[src/rtl/axil_sdram_pkg.sv]
// rtl/axil_sdram_pkg.sv - shared types and default widths for the AXI-Lite to SDRAM command scheduler
package axil_sdram_pkg;

  localparam int DEF_ADDR_WIDTH    = 32;
  localparam int DEF_DATA_WIDTH    = 32;
  localparam int DEF_MAX_RD_STREAK = 4;
  localparam int STREAK_W          = 3;

  typedef enum logic [2:0] {
    IDLE    = 3'd0,
    POP     = 3'd1,
    LATCH   = 3'd2,
    ISSUE   = 3'd3,
    RD_WAIT = 3'd4
  } sched_state_t;

  typedef enum logic {
    GNT_WR = 1'b0,
    GNT_RD = 1'b1
  } grant_t;

endpackage

[src/rtl/axil_sdram_rr_arb.sv]
// rtl/axil_sdram_rr_arb.sv - combinational write/read arbiter; SCHED_RD_PRIORITY_EN selects read-priority with streak limit
module axil_sdram_rr_arb
  import axil_sdram_pkg::*;
(
  input  logic i_wr_elig,
  input  logic i_rd_elig,
  input  logic i_last_grant,
`ifdef SCHED_RD_PRIORITY_EN
  input  logic i_streak_max,
`endif
  output logic o_grant_valid,
  output logic o_grant
);

  logic w_tie_grant;

`ifdef SCHED_RD_PRIORITY_EN
  // Reads win ties until the streak limit hands one tie to the write side.
  logic w_unused_last_grant;
  assign w_unused_last_grant = i_last_grant;
  assign w_tie_grant = i_streak_max ? GNT_WR : GNT_RD;
`else
  assign w_tie_grant = (i_last_grant == GNT_RD) ? GNT_WR : GNT_RD;
`endif

  assign o_grant_valid = i_wr_elig | i_rd_elig;

  always_comb begin
    o_grant = GNT_WR;
    if (i_wr_elig && i_rd_elig) o_grant = w_tie_grant;
    else if (i_rd_elig)         o_grant = GNT_RD;
  end

endmodule

[src/rtl/axil_sdram_cmd_sched.sv]
// rtl/axil_sdram_cmd_sched.sv - pops AXI-Lite command FIFOs and issues one SDRAM command at a time; option SCHED_RD_PRIORITY_EN
module axil_sdram_cmd_sched
  import axil_sdram_pkg::*;
#(
  parameter int ADDR_WIDTH    = DEF_ADDR_WIDTH,
  parameter int DATA_WIDTH    = DEF_DATA_WIDTH,
  parameter int MAX_RD_STREAK = DEF_MAX_RD_STREAK
) (
  input  logic                  s_axil_clk,
  input  logic                  s_axil_resetn,
  input  logic [ADDR_WIDTH-1:0] waddr_fifo_dout,
  input  logic                  waddr_fifo_empty,
  output logic                  waddr_fifo_rd_en,
  input  logic [DATA_WIDTH-1:0] wdata_fifo_dout,
  input  logic                  wdata_fifo_empty,
  output logic                  wdata_fifo_rd_en,
  input  logic [ADDR_WIDTH-1:0] raddr_fifo_dout,
  input  logic                  raddr_fifo_empty,
  output logic                  raddr_fifo_rd_en,
  output logic [DATA_WIDTH-1:0] rdata_fifo_din,
  output logic                  rdata_fifo_wr_en,
  input  logic                  rdata_fifo_full,
  output logic                  sdram_req,
  output logic                  sdram_wr,
  output logic [ADDR_WIDTH-1:0] sdram_addr,
  output logic [DATA_WIDTH-1:0] sdram_wdata,
  input  logic                  sdram_ack,
  input  logic                  sdram_rd_valid,
  input  logic [DATA_WIDTH-1:0] sdram_rdata,
  output logic                  sched_busy
);

  sched_state_t          r_state, w_state_nxt;
  grant_t                r_last_grant, w_grant;
  logic                  w_wr_elig, w_rd_elig, w_grant_valid, w_grant_bit;
  logic                  w_waddr_rd_en, w_wdata_rd_en, w_raddr_rd_en;
  logic                  w_req, w_wr, w_rdata_wr_en, w_grant_now;
  logic [ADDR_WIDTH-1:0] w_addr;
  logic [DATA_WIDTH-1:0] w_wdata, w_rdata_din;

  // Read eligibility reserves a result slot up front so RD_WAIT never stalls on a full FIFO.
  assign w_wr_elig   = !waddr_fifo_empty && !wdata_fifo_empty;
  assign w_rd_elig   = !raddr_fifo_empty && !rdata_fifo_full;
  assign w_grant     = grant_t'(w_grant_bit);
  assign w_grant_now = (r_state == IDLE) && w_grant_valid;

`ifdef SCHED_RD_PRIORITY_EN
  logic [STREAK_W-1:0] r_streak;
  logic                w_streak_max;
  assign w_streak_max = (r_streak >= STREAK_W'(MAX_RD_STREAK));

  always_ff @(posedge s_axil_clk or negedge s_axil_resetn) begin
    if (!s_axil_resetn)           r_streak <= '0;
    else if (w_grant_now) begin
      if (w_grant == GNT_WR)      r_streak <= '0;
      else if (w_wr_elig)         r_streak <= r_streak + 1'b1;
      else                        r_streak <= '0;
    end
  end
`else
  logic [STREAK_W-1:0] w_unused_streak_cfg;
  assign w_unused_streak_cfg = STREAK_W'(MAX_RD_STREAK);
`endif

  axil_sdram_rr_arb u_arb (
    .i_wr_elig     (w_wr_elig),
    .i_rd_elig     (w_rd_elig),
    .i_last_grant  (r_last_grant),
`ifdef SCHED_RD_PRIORITY_EN
    .i_streak_max  (w_streak_max),
`endif
    .o_grant_valid (w_grant_valid),
    .o_grant       (w_grant_bit)
  );

  always_ff @(posedge s_axil_clk or negedge s_axil_resetn) begin
    if (!s_axil_resetn) begin
      r_state          <= IDLE;
      r_last_grant     <= GNT_RD;
      waddr_fifo_rd_en <= 1'b0;
      wdata_fifo_rd_en <= 1'b0;
      raddr_fifo_rd_en <= 1'b0;
      rdata_fifo_din   <= '0;
      rdata_fifo_wr_en <= 1'b0;
      sdram_req        <= 1'b0;
      sdram_wr         <= 1'b0;
      sdram_addr       <= '0;
      sdram_wdata      <= '0;
      sched_busy       <= 1'b0;
    end else begin
      r_state          <= w_state_nxt;
      if (w_grant_now) r_last_grant <= w_grant;
      waddr_fifo_rd_en <= w_waddr_rd_en;
      wdata_fifo_rd_en <= w_wdata_rd_en;
      raddr_fifo_rd_en <= w_raddr_rd_en;
      rdata_fifo_din   <= w_rdata_din;
      rdata_fifo_wr_en <= w_rdata_wr_en;
      sdram_req        <= w_req;
      sdram_wr         <= w_wr;
      sdram_addr       <= w_addr;
      sdram_wdata      <= w_wdata;
      sched_busy       <= (w_state_nxt != IDLE);
    end
  end

  always_comb begin
    w_state_nxt = r_state;
    case (r_state)
      IDLE:    if (w_grant_valid) w_state_nxt = POP;
      POP:     w_state_nxt = LATCH;
      LATCH:   w_state_nxt = ISSUE;
      ISSUE:   if (sdram_ack)
                 w_state_nxt = (r_last_grant == GNT_RD && !sdram_rd_valid) ? RD_WAIT : IDLE;
      RD_WAIT: if (sdram_rd_valid) w_state_nxt = IDLE;
      default: w_state_nxt = IDLE;
    endcase
  end

  // r_last_grant doubles as the direction of the transaction in flight.
  always_comb begin
    w_waddr_rd_en = 1'b0;
    w_wdata_rd_en = 1'b0;
    w_raddr_rd_en = 1'b0;
    w_rdata_din   = rdata_fifo_din;
    w_rdata_wr_en = 1'b0;
    w_req         = sdram_req;
    w_wr          = sdram_wr;
    w_addr        = sdram_addr;
    w_wdata       = sdram_wdata;
    case (r_state)
      IDLE: if (w_grant_valid) begin
        if (w_grant == GNT_WR) begin
          w_waddr_rd_en = 1'b1;
          w_wdata_rd_en = 1'b1;
        end else begin
          w_raddr_rd_en = 1'b1;
        end
      end
      LATCH: begin
        w_req = 1'b1;
        w_wr  = (r_last_grant == GNT_WR);
        if (r_last_grant == GNT_WR) begin
          w_addr  = waddr_fifo_dout;
          w_wdata = wdata_fifo_dout;
        end else begin
          w_addr  = raddr_fifo_dout;
        end
      end
      ISSUE: if (sdram_ack) begin
        w_req = 1'b0;
        if (r_last_grant == GNT_RD && sdram_rd_valid) begin
          w_rdata_din   = sdram_rdata;
          w_rdata_wr_en = 1'b1;
        end
      end
      RD_WAIT: if (sdram_rd_valid) begin
        w_rdata_din   = sdram_rdata;
        w_rdata_wr_en = 1'b1;
      end
      default: ;
    endcase
  end

endmodule
[config.mk]
export PLATFORM = sky130hd
export DESIGN_NAME = axil_sdram_cmd_sched
export DESIGN_NICKNAME = d
export VERILOG_FILES = /design/src/rtl/axil_sdram_pkg.sv /design/src/rtl/axil_sdram_rr_arb.sv /design/src/rtl/axil_sdram_cmd_sched.sv
export SDC_FILE = /design/constraint.sdc
export NUM_CORES = 1
export LEC_CHECK = 0
export CAP_MARGIN = 20
export CORE_MARGIN = 4
export CORE_UTILIZATION = 44
export DETAILED_ROUTE_END_ITERATION = 8
export PLACE_DENSITY_LB_ADDON = 0.2
export SLEW_MARGIN = 25
export SYNTH_ARGS = -nofsm -noshare
export SYNTH_HDL_FRONTEND = slang
export SYNTH_SLANG_ARGS = --single-unit
[constraint.sdc]
create_clock -name s_axil_clk -period 2.34 [get_ports s_axil_clk]
set_input_delay 0.351 -clock s_axil_clk [delete_from_list [all_inputs] [get_ports s_axil_clk]]
set_output_delay 0.351 -clock s_axil_clk [all_outputs]
set_load 0.01 [all_outputs]
==> results_dict.tcl, run 1 <==
set metrics [dict create \
    critPathBufInv 1 \
    clock-sinks 106 \
    synth_ff_type "dfrtp_1" \
    switching_share 0.349 \
    hold_path_class "flip-flop to flip-flop" \
    final.setup_skew_ns 0.0127 \
    avgSynthCellArea_um2 12.2 \
    syn_inst 392 \
    clockBufferDepth 2 \
    ant_nets 0 \
    clk_latency_ns 0.36 \
    status "finished, final reports clean" \
    post_cts_buffers 0 \
    first_pass_iters 4 \
    critPathMaxFanout 16 \
    finalHoldViolCount 0 \
    ios 239 \
    setup_viol 0 \
    drc 0 \
    crit_path_cell_trace "or3b_4 -> nor2_8 -> buf_12 -> mux2_2" \
    design_area_um2 7410 \
    start_util 0.458 \
    die_x_um 112 \
    seqPwrFrac 0.360 \
    worst_pin_slew_ns 0.540 \
    critPathArrivalTime_ns 2.24 \
    syn_to_final_growth_pct 55.5 \
    routed_via_density 5.11 \
    grt_pass1_vias 4103 \
    wl_per_cell_um 17.8 \
    internal-power_w 0.00593 \
    cts_hold_buf 1 \
    async_flop_share 1.00 \
    period_minus_slack_ns 1.99 \
    fin_setup_tns_ns 0 \
    p_leak_nw 3.25 \
    ys_types 35 \
    syn_area_um2 4770 \
    p_sw_w 0.00318 \
    drt_iter0_drc 240 \
    ctsResizeCount 0 \
    core_area_um2 10400 \
    powerDensity_nw_per_um2 1230 \
    layout_commonest_cell "clkdlybuf4s50_1" \
    pwr-share-comb 0.527 \
    cts_tree "yes" \
    rsz0062_at_grt "false" \
    place_inst 746 \
    grt_pass1_wl_mm 21.8 \
    io_buffers 238 \
    end_kind "flip-flop" \
    cts_buffers 9 \
    die-area_um2 12600 \
    final_util 0.712 \
    grt_usage 0.216 \
    routed_wirelength_mm 13.6 \
    cp_slowest_stage_delay_ns 0.52 \
    startpoint_type "flip-flop" \
    cp_slowest_cell "dfrtp_1" \
    slew_headroom 0.640 \
    nets 758 \
    rows 37 \
    vias 3896 \
    gp_congestion 0.839 \
    irDropWorstVdd_mv 0.616 \
    synth_edf_count 0 \
    clk_pin_slew_ns 0.10 \
    required_ns 2.59 \
    critPathKind "flip-flop to flip-flop" \
    nFillCells 782 \
    p_clk_frac 0.113 \
    dp_hpwl_mm 10.5 \
    grt_antenna_before_repair 0 \
    place_area_um2 7220 \
    yosys_warnings 0 \
    period_share 0.850 \
    h-tree-depth 3 \
    syn-num-nets 528 \
    grt_max_degree 67 \
    synth_seq_area_share 0.557 \
    stdcell_count 763 \
    drive_gt1_frac 0.107 \
    slew_viol_final 0 \
    critical-path-top-delay-family "simple AND/OR/NAND/NOR gates" \
    antenna_cells 0 \
    synth-seq-cells 106 \
    fmax_mhz 503 \
    mostFrequentLayoutCells "clkdlybuf4s50_1 (237), dfrtp_1 (105), nand2_1 (34)" \
    fp.dieH_um 112 \
    grt-ovfl-total 0 \
    root_buffer "clkbuf_8" \
    max_cap_viol_count 0 \
]
## power by group through the flow
stage,sequential (W),combinational (W),clock (W)
2_1_floorplan,0.00360,0.00218,0
3_3_place_gp,0.00327,0.00471,0
3_5_place_dp,0.00331,0.00486,0
4_1_cts,0.00328,0.00487,0.00107
5_1_grt,0.00340,0.00514,0.00114
6_report,0.00328,0.00480,0.00103
## path summary, 6_finish.rpt
check / from / end / slack (ns) / depth (start not counted)
worst max-delay path: r_state[1]$_DFF_PN0_ / sdram_wdata[31]$_DFFE_PN0P_ / 0.35 / 4
worst min-delay path: sdram_addr[8]$_DFFE_PN0N_ / sdram_addr[8]$_DFFE_PN0N_ / 0.49 / 2
worst max register to register: r_state[1]$_DFF_PN0_ / sdram_wdata[31]$_DFFE_PN0P_ / 0.35 / 4
worst min register to register: sdram_addr[8]$_DFFE_PN0N_ / sdram_addr[8]$_DFFE_PN0N_ / 0.49 / 2
max in group asynchronous: s_axil_resetn / r_last_grant$_DFFE_PN1P_ / 1.13 / 3
min in group asynchronous: s_axil_resetn / sdram_addr[4]$_DFFE_PN0N_ / 0.50 / 2
## stage by stage
stage / hold slack [ns] / setup slack [ns] / total power, W
2_1_floorplan: 0.0554 / 0.764 / 0.00578
3_3_place_gp: 0.339 / 0.410 / 0.00799
3_5_place_dp: 0.350 / 0.337 / 0.00816
4_1_cts: 0.491 / 0.328 / 0.00923
5_1_grt: 0.512 / 0.257 / 0.00969
6_report: 0.488 / 0.352 / 0.00910
## registers in the layout, summed over array words and instances (netlist names)
| name | count |
|---|---|
| sdram_req | 1 |
| wdata_fifo_rd_en | 1 |
| r_last_grant | 1 |
| rdata_fifo_din | 32 |
| sdram_wdata | 32 |
| sched_busy | 1 |
| rdata_fifo_wr_en | 1 |
| sdram_wr | 1 |
| sdram_addr | 32 |
| raddr_fifo_rd_en | 1 |
| r_state | 3 |
## worst register-to-register path: stages (launching register included)
cell     delay [ns]
dfrtp_1        0.52
or3b_4         0.46
nor2_8         0.33
buf_12         0.22
mux2_2         0.35
## synth_stat cells, types with 2 or more instances
master,count,share of area
mux2_2,3,0.0071
a21oi_1,2,0.0021
nand2_1,34,0.027
a31oi_1,2,0.0026
o31ai_1,32,0.050
inv_1,33,0.026
buf_12,3,0.013
o21ai_0,32,0.034
nor3_1,2,0.0021
buf_6,2,0.0047
o211ai_1,32,0.050
nor2_1,4,0.0031
buf_2,9,0.0094
buf_4,8,0.013
dfrtp_1,105,0.55
clkbuf_1,11,0.0087
mux2i_1,32,0.067
mux2_4,29,0.091
## routing by layer
layer / vias to the layer above / part of all wire / global-route usage
met5: - / 0 / 0
met4: 0 / 0.018 / 0.0625
met3: 17 / 0.079 / 0.0658
met2: 158 / 0.52 / 0.377
met1: 1871 / 0.39 / 0.259
li1: 1850 / - / -
## area by class of cell
type	instances	area [µm²]	share of cell area
clock buffer	11	141	0.0191
timing repair buffer	252	2520	0.341
clock inverter	5	37.5	0.00506
inverter	33	124	0.0167
tap	136	170	0.0230
sequential	106	2650	0.358
multi-input combinational	220	1760	0.238
## kinds of logic (layout without fill, tap and decap cells)
logic type,Yosys count,after routing,share of synthesized area
DFF,106,106,0.557
and+or+nand+nor,48,48,0.0491
AOI/OAI and AO/OA,108,108,0.155
buffers and inverters,66,301,0.0740
muxes,64,64,0.166
Note: power is estimated with default switching activity, not from simulation.
==> run 2: changes to the inputs <==
Settings changed: CORE_UTILIZATION 44 to 40.
Clock period 2.34 ns to 1.9 ns, I/O delays scaled along.
==> results_dict.tcl, run 2 (synthesis results as in run 1) <==
set metrics [dict create \
    status "finished, final reports clean" \
    h-tree-depth 3 \
    fin_setup_tns_ns 0 \
    io_buffers 238 \
    critPathMaxFanout 33 \
    clockBufferDepth 2 \
    r2r_cells 4 \
    hold_path_class "input pin to async pin" \
    clock-sinks 106 \
    cp_slowest_cell "dfrtp_1" \
    setup_slack_ns 0.156 \
    period_minus_slack_ns 1.74 \
    die_x_um 117 \
    drive_gt1_frac 0.111 \
    dp_slack_ns 0.163 \
    ios 239 \
    slew_viol_final 0 \
    nets 762 \
    antenna_cells 0 \
    worst_pin_slew_ns 0.530 \
    syn_to_final_growth_pct 59.3 \
    multi_input_area_um2 1760 \
    cp_slowest_stage_delay_ns 0.45 \
    r2r_end "sdram_wdata[0]$_DFFE_PN0P_" \
    critPathArrivalTime_ns 1.97 \
    startpoint "r_state[2]$_DFF_PN0_" \
    start_util 0.412 \
    clk_latency_ns 0.34 \
    startpoint_type "flip-flop" \
    first_pass_iters 4 \
    root_buffer "clkbuf_16" \
    grt-ovfl-total 0 \
    grt_antenna_before_repair 0 \
    post_cts_buffers 0 \
    p_leak_nw 3.35 \
    fp.dieH_um 117 \
    ant_nets 0 \
    mostFrequentLayoutCells "clkdlybuf4s50_1 (237), dfrtp_1 (105), nand2_1 (34)" \
    rrSetupSlack_ns 0.16 \
    grt_pass1_vias 3799 \
    die-area_um2 13700 \
    dp_hpwl_mm 9.91 \
    irDropWorstVdd_mv 0.777 \
    gp_congestion 0.770 \
    core_area_um2 11600 \
    vias 3863 \
    rows 39 \
    routed_via_density 5.00 \
    cts_buffers 9 \
    ctsResizeCount 0 \
    drc 0 \
    rsz0062_at_grt "false" \
    fmax_mhz 573 \
    grt_usage 0.182 \
    final_util 0.657 \
    cp-endpoint "sdram_wdata[0]$_DFFE_PN0P_" \
    r2r_start "r_state[2]$_DFF_PN0_" \
    top_regs "rdata_fifo_din: 32 flops, sdram_addr: 32 flops, sdram_wdata: 32 flops" \
    required_ns 2.13 \
    routed_wirelength_mm 13.0 \
    end_kind "flip-flop" \
    critPathKind "flip-flop to flip-flop" \
    powerDensity_nw_per_um2 1540 \
    seq_area_um2 2650 \
    wl_per_cell_um 16.8 \
    grt_pass1_wl_mm 19.3 \
    final.setup_skew_ns 0.00815 \
    clk_pin_slew_ns 0.07 \
    crit_path_cell_trace "or3b_4 -> nor2_8 -> buf_12 -> mux2_2" \
    grt_max_degree 67 \
    layout_commonest_cell "clkdlybuf4s50_1" \
    slew_headroom 0.646 \
    finalHoldViolCount 0 \
    drt_iter0_drc 214 \
    cts_tree "yes" \
    max_cap_viol_count 0 \
    setup_viol 0 \
    nFillCells 881 \
    period_share 0.918 \
]
## run 2: cell count changes in the layout (fill, tap and decap cells not counted)
cell	delta
clkinv_2	+2
buf_12	+4
clkbuf_8	-8
clkinv_4	-1
inv_6	-1
clkinvlp_4	-2
clkbuf_16	+9
## run 2: critical path, delay by kind of cell (launching register included)
family | cells | cell delay (ns)
buffers and inverters | 1 | 0.25
flip-flops | 1 | 0.45
multiplexers | 1 | 0.37
AND/OR/NAND/NOR | 2 | 0.54
## run 2: cell type report
cell class                 count  share of cell area
clock inverter                 3             0.00198
timing repair buffer         256               0.343
multi-input combinational    220               0.232
sequential                   106               0.349
inverter                      33              0.0163
clock buffer                  12              0.0338
tap                          143              0.0236
## run 2: worst min-delay path by stage
stage / startpoint / slack [ns] / to
finish: s_axil_resetn / 0.47 / sdram_addr[28]$_DFFE_PN0N_
global route: sdram_rdata[15] / 0.49 / rdata_fifo_din[15]$_DFFE_PN0P_
CTS: sdram_rdata[12] / 0.47 / rdata_fifo_din[12]$_DFFE_PN0P_
detailed placement: s_axil_resetn / 0.30 / sdram_addr[28]$_DFFE_PN0N_
global placement: s_axil_resetn / 0.30 / sdram_addr[28]$_DFFE_PN0N_
floorplan: s_axil_resetn / -0.01 / r_state[0]$_DFF_PN0_
## run 2: where the power goes
part	total, W	switching (W)	internal (W)
clock	0.00171	0.000762	0.000947
combinational	0.00599	0.00251	0.00348
sequential	0.00397	0.000609	0.00336
total	0.0117	0.00388	0.00778
## run 2: what timing repair did
item	4_1_cts	5_1_grt
endpoints found under the setup margin	0	0
hold buffers	1	0
hold endpoints to repair	35	0
## run 2: routing by layer
metal  wire, µm  GRT usage  vias up
li1           -          -     1855
met1       5340      0.226     1830
met2       6510      0.308      168
met5          0          0        -
met4        126     0.0398        0
met3       1030     0.0627       10
## run 2: per-stage QoR
step / cell area (µm²) / instances / power (W) / hold slack [ns]
global route: 7590 / 773 / 0.0124 / 0.486
finish: 7590 / 773 / 0.0117 / 0.474
floorplan: 4770 / 392 / 0.00712 / -0.0106
CTS: 7590 / 773 / 0.0118 / 0.471
detailed placement: 7310 / 757 / 0.0101 / 0.301
global placement: 7310 / 757 / 0.00990 / 0.305
==> run 3: changes to the inputs <==
Settings changed: SETUP_SLACK_MARGIN set to 0.15.
==> results_dict.tcl, run 3 (synthesis results as in run 1) <==
set metrics [dict create \
    final.setup_skew_ns 0.00771 \
    crit_path_cell_trace "or3b_4 -> nor2_8 -> buf_12 -> mux2_2" \
    r2r_start "r_state[2]$_DFF_PN0_" \
    grt_usage 0.182 \
    rsz0062_at_grt "false" \
    status "finished, final reports clean" \
    dp_slack_ns 0.163 \
    wl_per_cell_um 17.0 \
    cts_tree "yes" \
    routed_via_density 4.99 \
    cp-endpoint "sdram_wdata[0]$_DFFE_PN0P_" \
    nFillCells 874 \
    dp_hpwl_mm 9.91 \
    required_ns 2.13 \
    clk_latency_ns 0.34 \
    grt_pass1_vias 3799 \
    r2r_cells 4 \
    fp.dieH_um 117 \
    clock-sinks 106 \
    worst_pin_slew_ns 0.526 \
    clk_pin_slew_ns 0.06 \
    finalHoldViolCount 0 \
    powerDensity_nw_per_um2 1540 \
    post_cts_buffers 0 \
    period_minus_slack_ns 1.67 \
    first_pass_iters 4 \
    setup_slack_ns 0.229 \
    nets 763 \
    start_util 0.412 \
    max_cap_viol_count 0 \
    grt_max_degree 67 \
    top_regs "rdata_fifo_din: 32 flops, sdram_addr: 32 flops, sdram_wdata: 32 flops" \
    cp_slowest_cell "dfrtp_2" \
    critical-path-top-delay-family "simple AND/OR/NAND/NOR gates" \
    vias 3862 \
    ant_nets 0 \
    final_util 0.659 \
    slew_headroom 0.649 \
    end_kind "flip-flop" \
    grt_pass1_wl_mm 19.3 \
    hold_path_class "input pin to async pin" \
    startpoint_type "flip-flop" \
    syn_to_final_growth_pct 59.8 \
    r2r_end "sdram_wdata[0]$_DFFE_PN0P_" \
    critPathKind "flip-flop to flip-flop" \
    startpoint "r_state[2]$_DFF_PN0_" \
    fmax_mhz 598 \
    h-tree-depth 3 \
    gp_congestion 0.770 \
    path_depth 4 \
    antenna_cells 0 \
    drive_gt1_frac 0.114 \
    period_share 0.880 \
    irDropWorstVdd_mv 0.780 \
    core_area_um2 11600 \
    slew_viol_final 0 \
    cts_buffers 9 \
    multi_input_area_um2 1760 \
    drt_iter0_drc 185 \
    rows 39 \
    rrSetupSlack_ns 0.23 \
    critPathBufInv 1 \
    clockBufferDepth 2 \
    seq_area_um2 2660 \
    fin_setup_tns_ns 0 \
    mostFrequentLayoutCells "clkdlybuf4s50_1 (237), dfrtp_1 (104), nand2_1 (34)" \
    p_leak_nw 3.35 \
    setup_viol 0 \
    ios 239 \
    cp_slowest_stage_delay_ns 0.45 \
    drc 0 \
    critPathMaxFanout 17 \
    grt-ovfl-total 0 \
    place_area_um2 7310 \
    critPathArrivalTime_ns 1.90 \
    root_buffer "clkbuf_16" \
    grt_antenna_before_repair 0 \
    routed_wirelength_mm 13.2 \
    die_x_um 117 \
    die-area_um2 13700 \
    layout_commonest_cell "clkdlybuf4s50_1" \
    io_buffers 238 \
    design_area_um2 7620 \
]
run 3: final cells by class:
class                   instances  share of cell area
clock buffers                  12              0.0337
inverters                      33              0.0163
repair buffers                257               0.345
multi-input cells             220               0.231
well taps                     143              0.0235
clock inverters                 3             0.00197
flip-flops and latches        106               0.348
run 3: per-stage QoR:
step                hold slack [ns]  power [W]  instances
floorplan                   -0.0106    0.00712        392
global placement              0.305    0.00990        757
detailed placement            0.301     0.0101        757
CTS                           0.471     0.0118        773
global route                  0.486     0.0125        774
finish                        0.473     0.0117        774
run 3: metal layers:
metal	part of all wire	global-route usage	vias to the layer above
li1	-	-	1858
met1	0.41	0.226	1823
met2	0.50	0.308	171
met3	0.081	0.0627	10
met4	0.0096	0.0398	0
met5	0	0	-
run 3: power by group:
group | total [W] | internal (W) | switching (W)
combinational | 0.00605 | 0.00351 | 0.00253
sequential | 0.00397 | 0.00336 | 0.000612
clock | 0.00171 | 0.000946 | 0.000761
run 3: what timing repair did:
item | CTS | global route
hold endpoints to repair | 35 | 0
setup endpoints to repair | 0 | 24
resized for setup | 0 | 1
hold buffers | 1 | 0
run 3: how the worst min path moves through the flow:
stage                                          end  slack, ns  cells past startpoint
floorplan                     r_state[0]$_DFF_PN0_      -0.01                      0
global placement        sdram_addr[28]$_DFFE_PN0N_       0.30                      1
detailed placement      sdram_addr[28]$_DFFE_PN0N_       0.30                      1
CTS                 rdata_fifo_din[12]$_DFFE_PN0P_       0.47                      3
global route        rdata_fifo_din[15]$_DFFE_PN0P_       0.49                      3
finish                  sdram_addr[28]$_DFFE_PN0N_       0.47                      2
